==> src/rtl/cdb_arbiter_pkg.sv <==
// Shared widths and source encodings for the common data bus arbiter.
//   ROB_ID_WIDTH : ROB index width; labels carry one extra bit so 0 can mean "no label"
//   VAL_WIDTH    : result value width
//   cdb_src_e    : broadcast source encoding (ALU = 0, LSB = 1)
package cdb_arbiter_pkg;

  localparam int ROB_ID_WIDTH = 4;
  localparam int VAL_WIDTH    = 32;
  localparam int LAB_WIDTH    = ROB_ID_WIDTH + 1;
  localparam int ENT_WIDTH    = LAB_WIDTH + VAL_WIDTH;

  typedef enum logic {
    CDB_SRC_ALU = 1'b0,
    CDB_SRC_LSB = 1'b1
  } cdb_src_e;

  function automatic logic lab_is_real(input logic [LAB_WIDTH-1:0] lab);
    return lab != '0;
  endfunction

endpackage

==> src/rtl/cdb_fifo.sv <==
// Small synchronous FIFO holding {label, value} results for one CDB source.
//   clk, rst_n    : clock, async active-low reset
//   push, din     : write request and data (ignored when full)
//   pop           : read request (ignored when empty)
//   clear         : synchronous empty, wins over push and pop
//   count, empty, full, head : occupancy and head-of-queue data
module cdb_fifo #(
  parameter int DEPTH = 2,
  parameter int WIDTH = 8,
  localparam int PW = $clog2(DEPTH),
  localparam int CW = PW + 1
) (
  input  logic             clk,
  input  logic             rst_n,
  input  logic             push,
  input  logic             pop,
  input  logic             clear,
  input  logic [WIDTH-1:0] din,
  output logic [CW-1:0]    count,
  output logic             empty,
  output logic             full,
  output logic [WIDTH-1:0] head
);

  logic [WIDTH-1:0] mem [DEPTH];
  logic [PW-1:0]    wptr;
  logic [PW-1:0]    rptr;
  logic             do_push;
  logic             do_pop;

  assign empty   = (count == '0);
  assign full    = (count == CW'(DEPTH));
  assign do_push = push && !full;
  assign do_pop  = pop && !empty;
  assign head    = mem[rptr];

  always_ff @(posedge clk or negedge rst_n) begin
    if (!rst_n) begin
      wptr  <= '0;
      rptr  <= '0;
      count <= '0;
    end else if (clear) begin
      wptr  <= '0;
      rptr  <= '0;
      count <= '0;
    end else begin
      if (do_push) wptr <= wptr + PW'(1);
      if (do_pop)  rptr <= rptr + PW'(1);
      count <= count + CW'(do_push) - CW'(do_pop);
    end
  end

  // Storage needs no reset: entries are only visible once count says so.
  always_ff @(posedge clk) begin
    if (do_push && !clear) mem[wptr] <= din;
  end

endmodule

==> src/rtl/cdb_arbiter.sv <==
// Round-robin arbiter sharing the registered common data bus between the
// ALU path and the load/store buffer.
//   clk, rst_in        : clock, async active-low reset
//   rdy_in             : global enable, freezes all state when low
//   flush_in           : synchronous misprediction flush
//   alu_valid/lab/val, alu_ready : ALU result push handshake
//   lsb_valid/lab/val, lsb_ready : load/store buffer result push handshake
//   cdb_valid/lab/val/src        : registered broadcast
module cdb_arbiter
  import cdb_arbiter_pkg::*;
#(
  parameter int FIFO_DEPTH = 2
) (
  input  logic                 clk,
  input  logic                 rst_in,
  input  logic                 rdy_in,
  input  logic                 flush_in,
  input  logic                 alu_valid,
  input  logic [LAB_WIDTH-1:0] alu_lab,
  input  logic [VAL_WIDTH-1:0] alu_val,
  output logic                 alu_ready,
  input  logic                 lsb_valid,
  input  logic [LAB_WIDTH-1:0] lsb_lab,
  input  logic [VAL_WIDTH-1:0] lsb_val,
  output logic                 lsb_ready,
  output logic                 cdb_valid,
  output logic [LAB_WIDTH-1:0] cdb_lab,
  output logic [VAL_WIDTH-1:0] cdb_val,
  output logic                 cdb_src
);

  localparam int CW = $clog2(FIFO_DEPTH) + 1;

  logic [CW-1:0]        alu_count, lsb_count;
  logic                 alu_empty, lsb_empty;
  logic                 alu_full, lsb_full;
  logic [ENT_WIDTH-1:0] alu_head, lsb_head;
  logic                 alu_push, lsb_push;
  logic                 grant_alu, grant_lsb;
  logic                 active, clear;
  cdb_src_e             last_grant;

  assign active = rdy_in && !flush_in;
  assign clear  = rdy_in && flush_in;

  // Ready looks only at registered occupancy, so valid never feeds back.
  assign alu_ready = rst_in && active && !alu_full;
  assign lsb_ready = rst_in && active && !lsb_full;

  // Label-0 pushes complete the handshake but are never enqueued.
  assign alu_push = alu_valid && alu_ready && lab_is_real(alu_lab);
  assign lsb_push = lsb_valid && lsb_ready && lab_is_real(lsb_lab);

  // On a tie the source that did not win last time goes next.
  assign grant_alu = active && !alu_empty && (lsb_empty || last_grant == CDB_SRC_LSB);
  assign grant_lsb = active && !lsb_empty && (alu_empty || last_grant == CDB_SRC_ALU);

  cdb_fifo #(.DEPTH(FIFO_DEPTH), .WIDTH(ENT_WIDTH)) u_alu_fifo (
    .clk   (clk),
    .rst_n (rst_in),
    .push  (alu_push),
    .pop   (grant_alu),
    .clear (clear),
    .din   ({alu_lab, alu_val}),
    .count (alu_count),
    .empty (alu_empty),
    .full  (alu_full),
    .head  (alu_head)
  );

  cdb_fifo #(.DEPTH(FIFO_DEPTH), .WIDTH(ENT_WIDTH)) u_lsb_fifo (
    .clk   (clk),
    .rst_n (rst_in),
    .push  (lsb_push),
    .pop   (grant_lsb),
    .clear (clear),
    .din   ({lsb_lab, lsb_val}),
    .count (lsb_count),
    .empty (lsb_empty),
    .full  (lsb_full),
    .head  (lsb_head)
  );

  always_ff @(posedge clk or negedge rst_in) begin
    if (!rst_in) begin
      cdb_valid  <= 1'b0;
      cdb_lab    <= '0;
      cdb_val    <= '0;
      cdb_src    <= CDB_SRC_ALU;
      last_grant <= CDB_SRC_LSB;
    end else if (rdy_in) begin
      if (flush_in) begin
        cdb_valid  <= 1'b0;
        last_grant <= CDB_SRC_LSB;
      end else if (grant_alu) begin
        cdb_valid  <= 1'b1;
        {cdb_lab, cdb_val} <= alu_head;
        cdb_src    <= CDB_SRC_ALU;
        last_grant <= CDB_SRC_ALU;
      end else if (grant_lsb) begin
        cdb_valid  <= 1'b1;
        {cdb_lab, cdb_val} <= lsb_head;
        cdb_src    <= CDB_SRC_LSB;
        last_grant <= CDB_SRC_LSB;
      end else begin
        cdb_valid  <= 1'b0;
      end
    end
  end

endmodule

==> config.mk <==
export PLATFORM = sky130hd
export DESIGN_NAME = cdb_arbiter
export DESIGN_NICKNAME = d
export VERILOG_FILES = /design/src/rtl/cdb_arbiter_pkg.sv /design/src/rtl/cdb_fifo.sv /design/src/rtl/cdb_arbiter.sv
export SDC_FILE = /design/constraint.sdc
export NUM_CORES = 1
export LEC_CHECK = 0
export ABC_AREA = 1
export CAP_MARGIN = 25
export CELL_PAD_IN_SITES_DETAIL_PLACEMENT = 1
export CELL_PAD_IN_SITES_GLOBAL_PLACEMENT = 1
export CORE_ASPECT_RATIO = 0.8
export CORE_MARGIN = 5
export CORE_UTILIZATION = 38
export CTS_BUF_LIST = sky130_fd_sc_hd__clkbuf_4 sky130_fd_sc_hd__clkbuf_8 sky130_fd_sc_hd__clkbuf_16
export DETAILED_ROUTE_END_ITERATION = 10
export MAX_ROUTING_LAYER = met4
export PLACE_DENSITY_LB_ADDON = 0.1
export RECOVER_POWER = 25
export SYNTH_ARGS = -nofsm -noshare
export SYNTH_HDL_FRONTEND = slang
export SYNTH_HIERARCHICAL = 1
export SYNTH_SLANG_ARGS = --single-unit
==> constraint.sdc <==
create_clock -name clk -period 3.95 [get_ports clk]
set_input_delay 0.79 -clock clk [delete_from_list [all_inputs] [get_ports clk]]
set_output_delay 0.79 -clock clk [all_outputs]
set_load 0.02 [all_outputs]
# After elaboration in Yosys (flattened, before gate mapping)
# Memories as Yosys holds them, arrays and structs flattened.
# Index checks and enable logic that the tools add are counted.
# W data, S select, Z words.
classes:
  eq_ne: 2
  bitwise: 2
  n_mux: 24
  n_reduce_logical: 39
  addsub: 8
ops:
  columns: ["operator", "count"]
  rows:
  - ["$mux W32", 2]
  - ["$logic_and A1 B1 Y1", 19]
  - ["$mux W1", 18]
  - ["$mux W5", 2]
  - ["$reduce_bool A2 Y1", 5]
  - ["$reduce_bool A5 Y1", 2]
  - ["$logic_not A1 Y1", 6]
  - ["$add A1 B1 Y1 const B", 4]
  - ["$add A2 B1 Y2", 2]
  - ["$eq A2 B2 Y1 const B", 2]
  - ["$logic_not A2 Y1", 2]
  - ["$mux W2", 2]
  - ["$sub A2 B1 Y2", 2]
  - ["$reduce_and A3 Y1", 1]
  - ["$reduce_bool A3 Y1", 1]
  - ["$logic_or A1 B1 Y1", 2]
  - ["$not A1 Y1", 2]
  - ["$reduce_and A2 Y1", 1]
totals:
  mem_count: 2
  input_bits: 80
  ram_bits: 148
  regBits: 48
mem_list:
  columns: ["name", "depth", "width", "read_ports", "rd_ports_with_merged_regs", "write_ports", "line_no", "text"]
  rows:
  - ["u_alu_fifo.mem", 2, 37, 1, 0, 1, "cdb_fifo.sv:25", "logic [WIDTH-1:0] mem [DEPTH];"]
  - ["u_lsb_fifo.mem", 2, 37, 1, 0, 1, "cdb_fifo.sv:25", null]

# Longest topological paths before layout
# Gate-level depths: netlist (run 1).
logic_depth:
  word_depth: 10
  depth_mapped: 17

# Cells and area by module
# The synthesis (run 1) kept the hierarchy.
by_module_without_submodules:
  columns: ["module", "n_inst", "area_each_um2", "cells_each"]
  rows:
  - ["cdb_fifo", 2, 2960.3, 229]
  - ["cdb_arbiter", 1, 2349.8, 351]

# Worst setup path before layout (run 1)
# Ideal clock, no wire load.
synth_timing:
  path_kind: "input to register"
  startpoint: "input rdy_in"
  endpoint: "memory u_alu_fifo/mem[1][0] (netlist bit), enable pin"
  n_path_buf: 1
  t_arrival_ns: 4.353
  setup_time_ns: 0.477
  path_slack_ns: -0.880
  required_ns: 3.473
  cell_stages: 9
  cell_sequence: "inv_2 > nor2_4 > buf_4 > nand2_1 > nor2_1 > nand2_1 > a21oi_1 > o21ai_2 > nor3_1"
synth_between:
  elab_chain_cells: 9
synth_rtl:
  columns: ["item", "line_no", "text"]
  rows:
  - ["start, declared", "cdb_arbiter.sv:16", "input logic rdy_in,"]
  - ["$logic_and A1 B1 Y1", "cdb_arbiter.sv:43", "assign active = rdy_in && !flush_in;"]
  - ["$logic_and A1 B1 Y1 (2 in series)", "cdb_arbiter.sv:47", "assign alu_ready = rst_in && active && !alu_full;"]
  - ["named net alu_ready", "cdb_arbiter.sv:21", "output logic alu_ready,"]
  - ["$logic_and A1 B1 Y1 (2 in series)", "cdb_arbiter.sv:51", "assign alu_push = alu_valid && alu_ready && lab_is_real(alu_lab);"]
  - ["named net alu_push", "cdb_arbiter.sv:38", "logic alu_push, lsb_push;"]
  - ["$logic_and A1 B1 Y1", "cdb_fifo.sv:33", "assign do_push = push && !full;"]
  - ["$logic_and A1 B1 Y1", "cdb_fifo.sv:55", "if (do_push && !clear) mem[wptr] <= din;"]
  - ["$mux W1", "cdb_fifo.sv:55", null]
  - ["$mux W1 (implied by the code)", "cdb_fifo.sv:55", null]
  - ["end, declared", "cdb_fifo.sv:25", null]
# The timed path passes the listed nets, and every way through them passes these cells.

# Worst setup path after layout (run 1)
layout_timing:
  startpoint: "input rdy_in"
  endpoint: "output alu_ready"
layout_between:
  elab_chain_cells: 3
layout_rtl:
  columns: ["item", "line_no"]
  rows:
  - ["$logic_and A1 B1 Y1", "cdb_arbiter.sv:43"]
  - ["$logic_and A1 B1 Y1 (2 in series)", "cdb_arbiter.sv:47"]
  - ["end, declared", "cdb_arbiter.sv:21"]
# No other way between the ends.

==> flow_summary.yaml, run 1 <==
timing:
  setup-violations-final: 0
  worst_slew_margin_rel: 0.512
  max_slew_violations: 0
  finalCritPeriodShare: 0.789
  layout_min_cycle_time_ns: 3.12
  timing.fmax_ghz: 0.321
  worst-slew-pin-transition_ns: 0.732
  post_route_setup_tns_ns: 0
  timing_hold_violations_final: 0
  rsz0062_at_grt: "no"
  clk_skew_ns: 0.0102
route:
  detail_route.wl_per_cell_um: 16.9
  remaining_number_of_nets_flagged_by_the_antenna_check_after_routing: 0
  detailedRoute.firstPassIterationCount: 4
  post-route-drc-count: 0
  route.vias.total: 5746
  initialDrtViolationCount: 369
  wirelength_um: 20500
  vias_per_cell: 4.74
logic_synthesis:
  synth_largest_area_cell: "sky130_fd_sc_hd__edfxtp_1"
  yosysWarningCount: 6
  ys_ff_latch: 196
  synth.net_count: 893
  synth_area_um2: 8270
  syn_area_per_cell_um2: 10.2
  sequential_fraction_of_the_synthesis_area: 0.683
  synthCells: 809
  yosys-top-cells-area: "sky130_fd_sc_hd__edfxtp_1 54%, sky130_fd_sc_hd__nand2_1 16%, sky130_fd_sc_hd__dfrtp_1 14%, sky130_fd_sc_hd__nand3_1 4.7%, sky130_fd_sc_hd__inv_1 4.4%"
  synthDistinctLibCells: 22
  synth_top_area_frac: 0.537
critical_path:
  worst_path_arrival_time_ns: 2.33
  critical_path_required_ns: 3.16
  timing_worst_setup_path_type: "input pin to output port"
  worstSetupEndpointType: "output port"
  timing.critical_path.from_type: "input pin"
  crit_path_max_fanout: 2
cts:
  cts.path.max_buffers: 2
  postCtsSetupRepairBufs: 0
  htree_levels: 4
  cts_tree: "built"
  hold_buffers: 0
  cts_inserted_buffers: 17
  clock_insertion_delay_worst_skew_ns: 0.43
  clkTransAtPathRegs_ns: 0.07
  clock-root-buffer: "sky130_fd_sc_hd__clkbuf_16"
  clock_sinks: 196
  post_cts.resized_instances: 0
run_status:
  run_status: "completed"
placement:
  dpl_cell_area_um2: 9670
  routabilityCongestion: 0.838
  place.detailed.hpwl_um: 14600
  placement.io_buffers: 120
power:
  power.share.clock: 0.294
  power.density_nw_per_um2: 566
  sequential_share_of_power: 0.453
  power.leakage_nw: 4.56
  peakVddDrop_uv: 337
  switchingPower_mw: 1.87
  switching_fraction_of_total_power: 0.323
  cell_internal_power_mw: 3.92
  combinationalPowerShare: 0.253
  p_total_mw: 5.80
final_layout:
  multi_input_area_um2: 2010
  layout_commonest_cell: "sky130_fd_sc_hd__nand2_1"
  nets: 1008
  area_growth_pct: 23.9
  fillerInstances: 2375
  stdcell_area_um2: 10200
  n_antenna_cell: 0
  seqCellArea_um2: 5650
  layout_common_cells: "360 x sky130_fd_sc_hd__nand2_1, 148 x sky130_fd_sc_hd__edfxtp_1, 97 x sky130_fd_sc_hd__inv_1, 78 x sky130_fd_sc_hd__nand3_1, 63 x sky130_fd_sc_hd__clkdlybuf4s50_1"
  fraction_of_final_layout_cells_sized_beyond_drive_strength_1: 0.0619
global_routing:
  grt_residual_overflow: 0
  grt_use_total: 0.174
  via_count_of_the_first_global_routing_pass: 6210
  grt_max_degree: 49
  first_pass_grt_wire_length_um: 32500
  grt_antenna_before_repair: 0
floorplan:
  num_io_pins: 121
  floorplan.die_area_um2: 24800
  die-height_um: 142
  number_of_rows_in_the_core_area: 48
  die_w_um: 175
  floorplan.initialDensity: 0.385
  core_um2: 21500
worst_hold_path:
  worstHoldPathType: "register to register"
flow_run:
  maxCapViolations: 0
-- cell families after synthesis --
| logic type | count (synthesis) | synth area share |
|---|---|---|
| AND/OR/NAND/NOR | 463 | 0.226 |
| buffers and inverters | 137 | 0.0788 |
| flip-flops | 196 | 0.683 |
| adder cells (fa/ha/maj) | 4 | 0.00605 |
| AO/OA/AOI/OAI | 9 | 0.00651 |
-- stage by stage --
stage	hold slack, ns	worst slack (ns)	util	std cells
6_report	0.493	0.834	0.477	1212
5_1_grt	0.520	0.736	0.477	1212
4_1_cts	0.496	0.806	0.477	1212
3_5_place_dp	0.469	0.671	0.450	1180
3_3_place_gp	0.467	0.815	0.450	1180
2_1_floorplan	0.486	0.133	-	809
-- synthesized netlist by cell type (all sizes together) --
cell	count
buf	31
inv	102
nand2	360
o21ai	4
a21oi	4
nor2	17
clkbuf	4
edfxtp	148
ha	4
nor3	4
a31oi	1
nand4	2
dfstp	1
nand3	80
dfrtp	47
-- worst max-delay path: stages --
cell and delay, ns:
sky130_fd_sc_hd__clkdlybuf4s50_1 0.50, sky130_fd_sc_hd__inv_2 0.06, sky130_fd_sc_hd__nor2_4 0.08, sky130_fd_sc_hd__nand2_1 0.10, sky130_fd_sc_hd__nor2_1 0.16, sky130_fd_sc_hd__clkdlybuf4s50_1 0.64
-- sequential cells by signal (all words and copies together) (netlist names) --
| name | cells |
|---|---|
| u_lsb_fifo/wptr | 1 |
| u_alu_fifo/wptr | 1 |
| u_lsb_fifo/mem | 74 |
| cdb_val | 32 |
| u_alu_fifo/mem | 74 |
| cdb_valid | 1 |
| last_grant | 1 |
| cdb_lab | 5 |
| u_lsb_fifo/count | 2 |
| u_lsb_fifo/rptr | 1 |
| cdb_src | 1 |
| u_alu_fifo/rptr | 1 |
| u_alu_fifo/count | 2 |
-- metal layers --
layer	up-vias	global-route usage	wire length, µm
met2	94	0.311	11000
met1	2839	0.206	8680
met5	-	-	0
met4	0	0.0438	204
li1	2798	-	-
met3	15	0.0311	673
-- power by group through the flow --
stage / Sequential (mW) / Combinational, mW / Clock (mW)
detailed placement: 2.67 / 1.51 / 0
global placement: 2.67 / 1.45 / 0
CTS: 2.63 / 1.51 / 1.76
floorplan: 2.83 / 0.641 / 0
finish: 2.63 / 1.46 / 1.71
global route: 2.65 / 1.62 / 1.85
-- final timing paths --
kind,depth (start not counted),start,to,slack [ns]
max,6,rdy_in,alu_ready,0.83
min in group asynchronous,2,rst_in,cdb_val[20],0.60
max in group asynchronous,2,rst_in,u_alu_fifo/count[0],2.89
min reg2reg,2,cdb_val[29],cdb_val[29],0.49
min,2,cdb_val[29],cdb_val[29],0.49
max reg2reg,10,u_alu_fifo/count[1],cdb_val[19],1.55
-- cell type report --
| type | count | area share |
|---|---|---|
| clock buffer | 17 | 0.0415 |
| sequential | 196 | 0.551 |
| multi-input combinational | 476 | 0.196 |
| inverter | 102 | 0.0374 |
| clock inverter | 15 | 0.0143 |
| tap | 275 | 0.0336 |
| timing repair buffer | 131 | 0.126 |
Power figures use the tool's default switching activity.
==> inputs of run 2 (changes only) <==
Clock period 3.95 ns to 2.85 ns, I/O delays scaled along.
==> run 2 against run 1 <==
Compared with the run above:
- hold slack worse by 0.010 ns
- worst setup slack worse by 0.71 ns
- largest cell class unchanged
- global-route usage grew 0.26 points
- die area is the same
- sequential power is 39% higher
- first-iteration DRC count decreased by 6.8%
- clock-buffer cell count up 1
- clock skew shrank 0.0034 ns
- register-to-register slack got worse by 0.71 ns
- cell area up 0.93%
- total power is 43% higher
- largest power group unchanged
- highest routed layer unchanged
- critical endpoint unchanged
- non-clock buffer count rose by 1
==> flow_summary.yaml, run 2 (synthesis gave the netlist of run 1 again) <==
run_status:
  run_status: "completed"
cts:
  htree_levels: 4
  hold_buffers: 0
  cts_inserted_buffers: 17
  clock_insertion_delay_worst_skew_ns: 0.44
  clkTransAtPathRegs_ns: 0.07
  post_cts.resized_instances: 0
  clock_sinks: 196
  clock-root-buffer: "sky130_fd_sc_hd__clkbuf_16"
  postCtsSetupRepairBufs: 0
  cts_tree: "built"
  cts.path.max_buffers: 2
route:
  remaining_number_of_nets_flagged_by_the_antenna_check_after_routing: 0
  route.vias.total: 5792
  vias_per_cell: 4.77
  detail_route.wl_per_cell_um: 17.3
  initialDrtViolationCount: 344
  wirelength_um: 21000
  detailedRoute.firstPassIterationCount: 4
  post-route-drc-count: 0
critical_path:
  worst_r2r_startpoint: "u_alu_fifo/count[1]"
  timing_worst_setup_path_type: "input pin to output port"
  worstSetupEndpointType: "output port"
  timing.critical_path.from_type: "input pin"
  crit_path_max_fanout: 3
  startpoint: "rdy_in"
  critical_path_required_ns: 2.28
  worst_path_arrival_time_ns: 2.15
power:
  p_total_mw: 8.27
  peakVddDrop_uv: 530
  switchingPower_mw: 2.63
  power.leakage_nw: 4.59
  sequential_share_of_power: 0.443
  power.share.clock: 0.309
  power.density_nw_per_um2: 799
  cell_internal_power_mw: 5.63
  combinationalPowerShare: 0.248
  switching_fraction_of_total_power: 0.319
floorplan:
  floorplan.die_area_um2: 24800
  floorplan.initialDensity: 0.385
  die_w_um: 175
  number_of_rows_in_the_core_area: 48
  num_io_pins: 121
  die-height_um: 142
  core_um2: 21500
final_layout:
  multi_input_area_um2: 2010
  area_growth_pct: 25.0
  final_cell_count_no_fill: 1213
  seqCellArea_um2: 5650
  reg.largest.list: "u_alu_fifo/mem: 74 flops, u_lsb_fifo/mem: 74 flops, cdb_val: 32 flops"
  fillerInstances: 2392
  layout_common_cells: "360 x sky130_fd_sc_hd__nand2_1, 148 x sky130_fd_sc_hd__edfxtp_1, 97 x sky130_fd_sc_hd__inv_1, 78 x sky130_fd_sc_hd__nand3_1, 71 x sky130_fd_sc_hd__clkdlybuf4s50_1"
  nets: 1009
  stdcell_area_um2: 10300
  fraction_of_final_layout_cells_sized_beyond_drive_strength_1: 0.0650
  n_antenna_cell: 0
  postLayoutCoreUtil: 0.481
  layout_commonest_cell: "sky130_fd_sc_hd__nand2_1"
global_routing:
  grt_residual_overflow: 0
  via_count_of_the_first_global_routing_pass: 6371
  grt_use_total: 0.176
  grt_max_degree: 49
  first_pass_grt_wire_length_um: 33000
  grt_antenna_before_repair: 0
timing:
  setup-violations-final: 0
  fin_ws_ns: 0.128
  max_slew_violations: 0
  layout_min_cycle_time_ns: 2.72
  timing_hold_violations_final: 0
  clk_skew_ns: 0.00676
  timing.fmax_ghz: 0.367
  worst-slew-pin-transition_ns: 1.29
  worst_hold_slack_ns: 0.483
  post_route_setup_tns_ns: 0
  rsz0062_at_grt: "no"
  finalCritPeriodShare: 0.955
  worst_slew_margin_rel: 0.140
placement:
  placement.io_buffers: 120
  place.detailed.hpwl_um: 14600
  routabilityCongestion: 0.768
  dpl_cell_area_um2: 9720
  pre_cts_ws_ns: 0.0395
  dp.cells: 1181
worst_hold_path:
  worstHoldPathType: "register to register"
  timing.hold.worst.start: "cdb_src"
flow_run:
  maxCapViolations: 0
run 2: cell count changes in the layout (fill, tap and decap cells not counted), sizes merged, moves of 2 or more:
cell           before  now
bufinv              1    3
dlygate4sd3        56   48
clkbuf             17   20
clkdlybuf4s50      63   71
run 2: worst max-delay path, cell delays in order:
cell and delay [ns]:
sky130_fd_sc_hd__clkdlybuf4s50_1 0.49, sky130_fd_sc_hd__inv_2 0.06, sky130_fd_sc_hd__nor2_4 0.12, sky130_fd_sc_hd__nand2_1 0.11, sky130_fd_sc_hd__nor2_1 0.17, sky130_fd_sc_hd__clkdlybuf4s50_1 0.63
run 2: area by class of cell:
| cell class | instances | share of cell area |
|---|---|---|
| Clock buffer | 18 | 0.0419 |
| Clock inverter | 14 | 0.0184 |
| Inverter | 102 | 0.0370 |
| Multi-Input combinational cell | 476 | 0.195 |
| Sequential cell | 196 | 0.546 |
| Tap cell | 275 | 0.0333 |
| Timing Repair Buffer | 132 | 0.129 |
run 2: path summary, 6_finish.rpt:
check / to / depth (start not counted) / slack (ns)
min in group asynchronous: u_lsb_fifo/wptr / 2 / 0.56
max reg2reg: u_alu_fifo/count[1] / 12 / 0.84
min: cdb_src / 2 / 0.48
max: alu_ready / 6 / 0.13
min reg2reg: cdb_src / 2 / 0.48
max in group asynchronous: cdb_val[22] / 2 / 1.50
run 2: power groups by stage:
stage                     clock, mW  combinational, mW  sequential, mW
after floorplan                   0              0.895            3.92
after global placement            0               2.03            3.71
after detailed placement          0               2.09            3.72
after CTS                      2.62               2.10            3.66
after global routing           2.76               2.25            3.70
final                          2.56               2.05            3.66
run 2: routing by layer:
metal | global-route usage | share of wire
met1 | 0.207 | 0.43
met2 | 0.317 | 0.53
met3 | 0.0300 | 0.026
met4 | 0.0471 | 0.012
met5 | - | 0
==> inputs of run 3 (changes only) <==
Settings changed: CORE_MARGIN 5 to unset.
==> run 3 against run 2 <==
Compared with the run above:
- clock-buffer cell count increased by 2
- non-clock buffer count increased by 2
- routed wire length decreased by 3.2%
- hold slack about the same
- die area decreased by 10%
- critical path type unchanged
- largest cell class unchanged
- largest power group unchanged
==> flow_summary.yaml, run 3 (synthesis gave the netlist of run 1 again) <==
critical_path:
  crit_path_max_fanout: 2
  timing.critical_path.from_type: "input pin"
  timing_worst_setup_path_type: "input pin to output port"
  worst_path_arrival_time_ns: 2.08
  critical_path_required_ns: 2.28
  rrSetupSlack_ns: 0.79
  worstSetupEndpointType: "output port"
final_layout:
  layout_commonest_cell: "sky130_fd_sc_hd__nand2_1"
  fraction_of_final_layout_cells_sized_beyond_drive_strength_1: 0.0670
  reg.largest.list: "u_alu_fifo/mem: 74 flops, u_lsb_fifo/mem: 74 flops, cdb_val: 32 flops"
  area_growth_pct: 24.9
  layout_common_cells: "360 x sky130_fd_sc_hd__nand2_1, 148 x sky130_fd_sc_hd__edfxtp_1, 97 x sky130_fd_sc_hd__inv_1, 78 x sky130_fd_sc_hd__nand3_1, 73 x sky130_fd_sc_hd__clkdlybuf4s50_1"
  nets: 1011
  n_antenna_cell: 0
cts:
  clkTransAtPathRegs_ns: 0.07
  clock_sinks: 196
  cts_inserted_buffers: 17
  postCtsSetupRepairBufs: 0
  hold_buffers: 0
  clock_insertion_delay_worst_skew_ns: 0.43
  htree_levels: 4
  clock-root-buffer: "sky130_fd_sc_hd__clkbuf_16"
  cts_tree: "built"
  post_cts.resized_instances: 0
  cts.path.max_buffers: 2
floorplan:
  core_um2: 21000
  die_w_um: 167
  floorplan.initialDensity: 0.394
  number_of_rows_in_the_core_area: 47
  die-height_um: 134
  num_io_pins: 121
  floorplan.die_area_um2: 22400
timing:
  rsz0062_at_grt: "no"
  fin_ws_ns: 0.201
  max_slew_violations: 0
  timing.fmax_ghz: 0.378
  worst-slew-pin-transition_ns: 1.27
  setup-violations-final: 0
  worst_slew_margin_rel: 0.151
  clk_skew_ns: 0.00789
  timing_hold_violations_final: 0
  finalCritPeriodShare: 0.929
  layout_min_cycle_time_ns: 2.65
placement:
  routabilityCongestion: 0.858
  place.detailed.hpwl_um: 14200
  pre_cts_ws_ns: 0.0529
  placement.io_buffers: 120
route:
  detail_route.wl_per_cell_um: 16.8
  route.vias.total: 5767
  initialDrtViolationCount: 280
  detailedRoute.firstPassIterationCount: 4
  wirelength_um: 20300
  vias_per_cell: 4.77
  remaining_number_of_nets_flagged_by_the_antenna_check_after_routing: 0
  post-route-drc-count: 0
power:
  power.share.clock: 0.298
  power.density_nw_per_um2: 788
  switching_fraction_of_total_power: 0.315
  peakVddDrop_uv: 451
  power.leakage_nw: 4.59
  switchingPower_mw: 2.57
  cell_internal_power_mw: 5.57
  sequential_share_of_power: 0.448
  p_total_mw: 8.14
  combinationalPowerShare: 0.254
run_status:
  run_status: "completed"
global_routing:
  via_count_of_the_first_global_routing_pass: 6358
  grt_use_total: 0.199
  grt_antenna_before_repair: 0
  grt_residual_overflow: 0
  grt_max_degree: 49
  first_pass_grt_wire_length_um: 32700
worst_hold_path:
  worstHoldPathType: "register to register"
flow_run:
  maxCapViolations: 0
==> run 3: cell count changes in the layout (fill, tap and decap cells not counted) <==
| cell | delta |
|---|---|
| sky130_fd_sc_hd__bufinv_16 | -1 |
| sky130_fd_sc_hd__dlygate4sd3_1 | -2 |
| sky130_fd_sc_hd__clkinvlp_4 | +2 |
| sky130_fd_sc_hd__clkbuf_4 | +2 |
| sky130_fd_sc_hd__clkinv_4 | -3 |
| sky130_fd_sc_hd__inv_6 | -1 |
| sky130_fd_sc_hd__clkdlybuf4s50_1 | +2 |
| sky130_fd_sc_hd__clkinv_2 | +1 |
| sky130_fd_sc_hd__buf_4 | +1 |
| sky130_fd_sc_hd__buf_12 | +1 |
==> run 3: layer usage <==
layer	part of all wire	global-route usage	up-vias
met1	0.43	0.234	2851
li1	-	-	2806
met3	0.034	0.0395	19
met4	0.0091	0.0478	0
met2	0.53	0.352	91
met5	0	-	-
==> run 3: power groups by stage <==
stage	registers, mW	clock network, mW	logic [mW]
after floorplan	3.92	0	0.895
after global placement	3.69	0	2.04
after detailed placement	3.70	0	2.10
after CTS	3.65	2.49	2.11
after global routing	3.68	2.59	2.28
final	3.65	2.43	2.06
==> run 3: path summary, 6_finish.rpt <==
kind	from	to	cells past startpoint
max in group asynchronous	rst_in	cdb_val[22]	2
hold reg to reg	cdb_val[10]	cdb_val[10]	2
setup / recovery	rdy_in	alu_ready	6
hold / removal	cdb_val[10]	cdb_val[10]	2
min in group asynchronous	rst_in	u_lsb_fifo/wptr	2
setup reg to reg	u_lsb_fifo/count[1]	u_alu_fifo/count[1]	15
==> run 3: per-stage QoR <==
step	area, µm²	TNS, ns	std cells	hold slack (ns)	utilization
6_report	10300	0	1209	0.483	0.492
5_1_grt	10300	0	1209	0.531	0.492
4_1_cts	10300	0	1209	0.295	0.492
3_5_place_dp	9740	0	1177	0.466	0.464
3_3_place_gp	9740	0	1177	0.461	0.464
2_1_floorplan	8310	-5.18	809	0.274	-
==> run 3: layout make-up <==
class                           instances  area, µm²
Fill cell                            2340      10700
Sequential cell                       196       5650
Multi-Input combinational cell        476       2010
Timing Repair Buffer                  134       1360
Clock buffer                           20        448
Inverter                              102        383
Tap cell                              269        337
Clock inverter                         12        145
==> run 3: critical path, cell delays in order <==
cell and delay [ns]:
sky130_fd_sc_hd__clkdlybuf4s50_1 0.50, sky130_fd_sc_hd__inv_2 0.06, sky130_fd_sc_hd__nor2_4 0.09, sky130_fd_sc_hd__nand2_1 0.10, sky130_fd_sc_hd__nor2_1 0.14, sky130_fd_sc_hd__clkdlybuf4s50_1 0.62
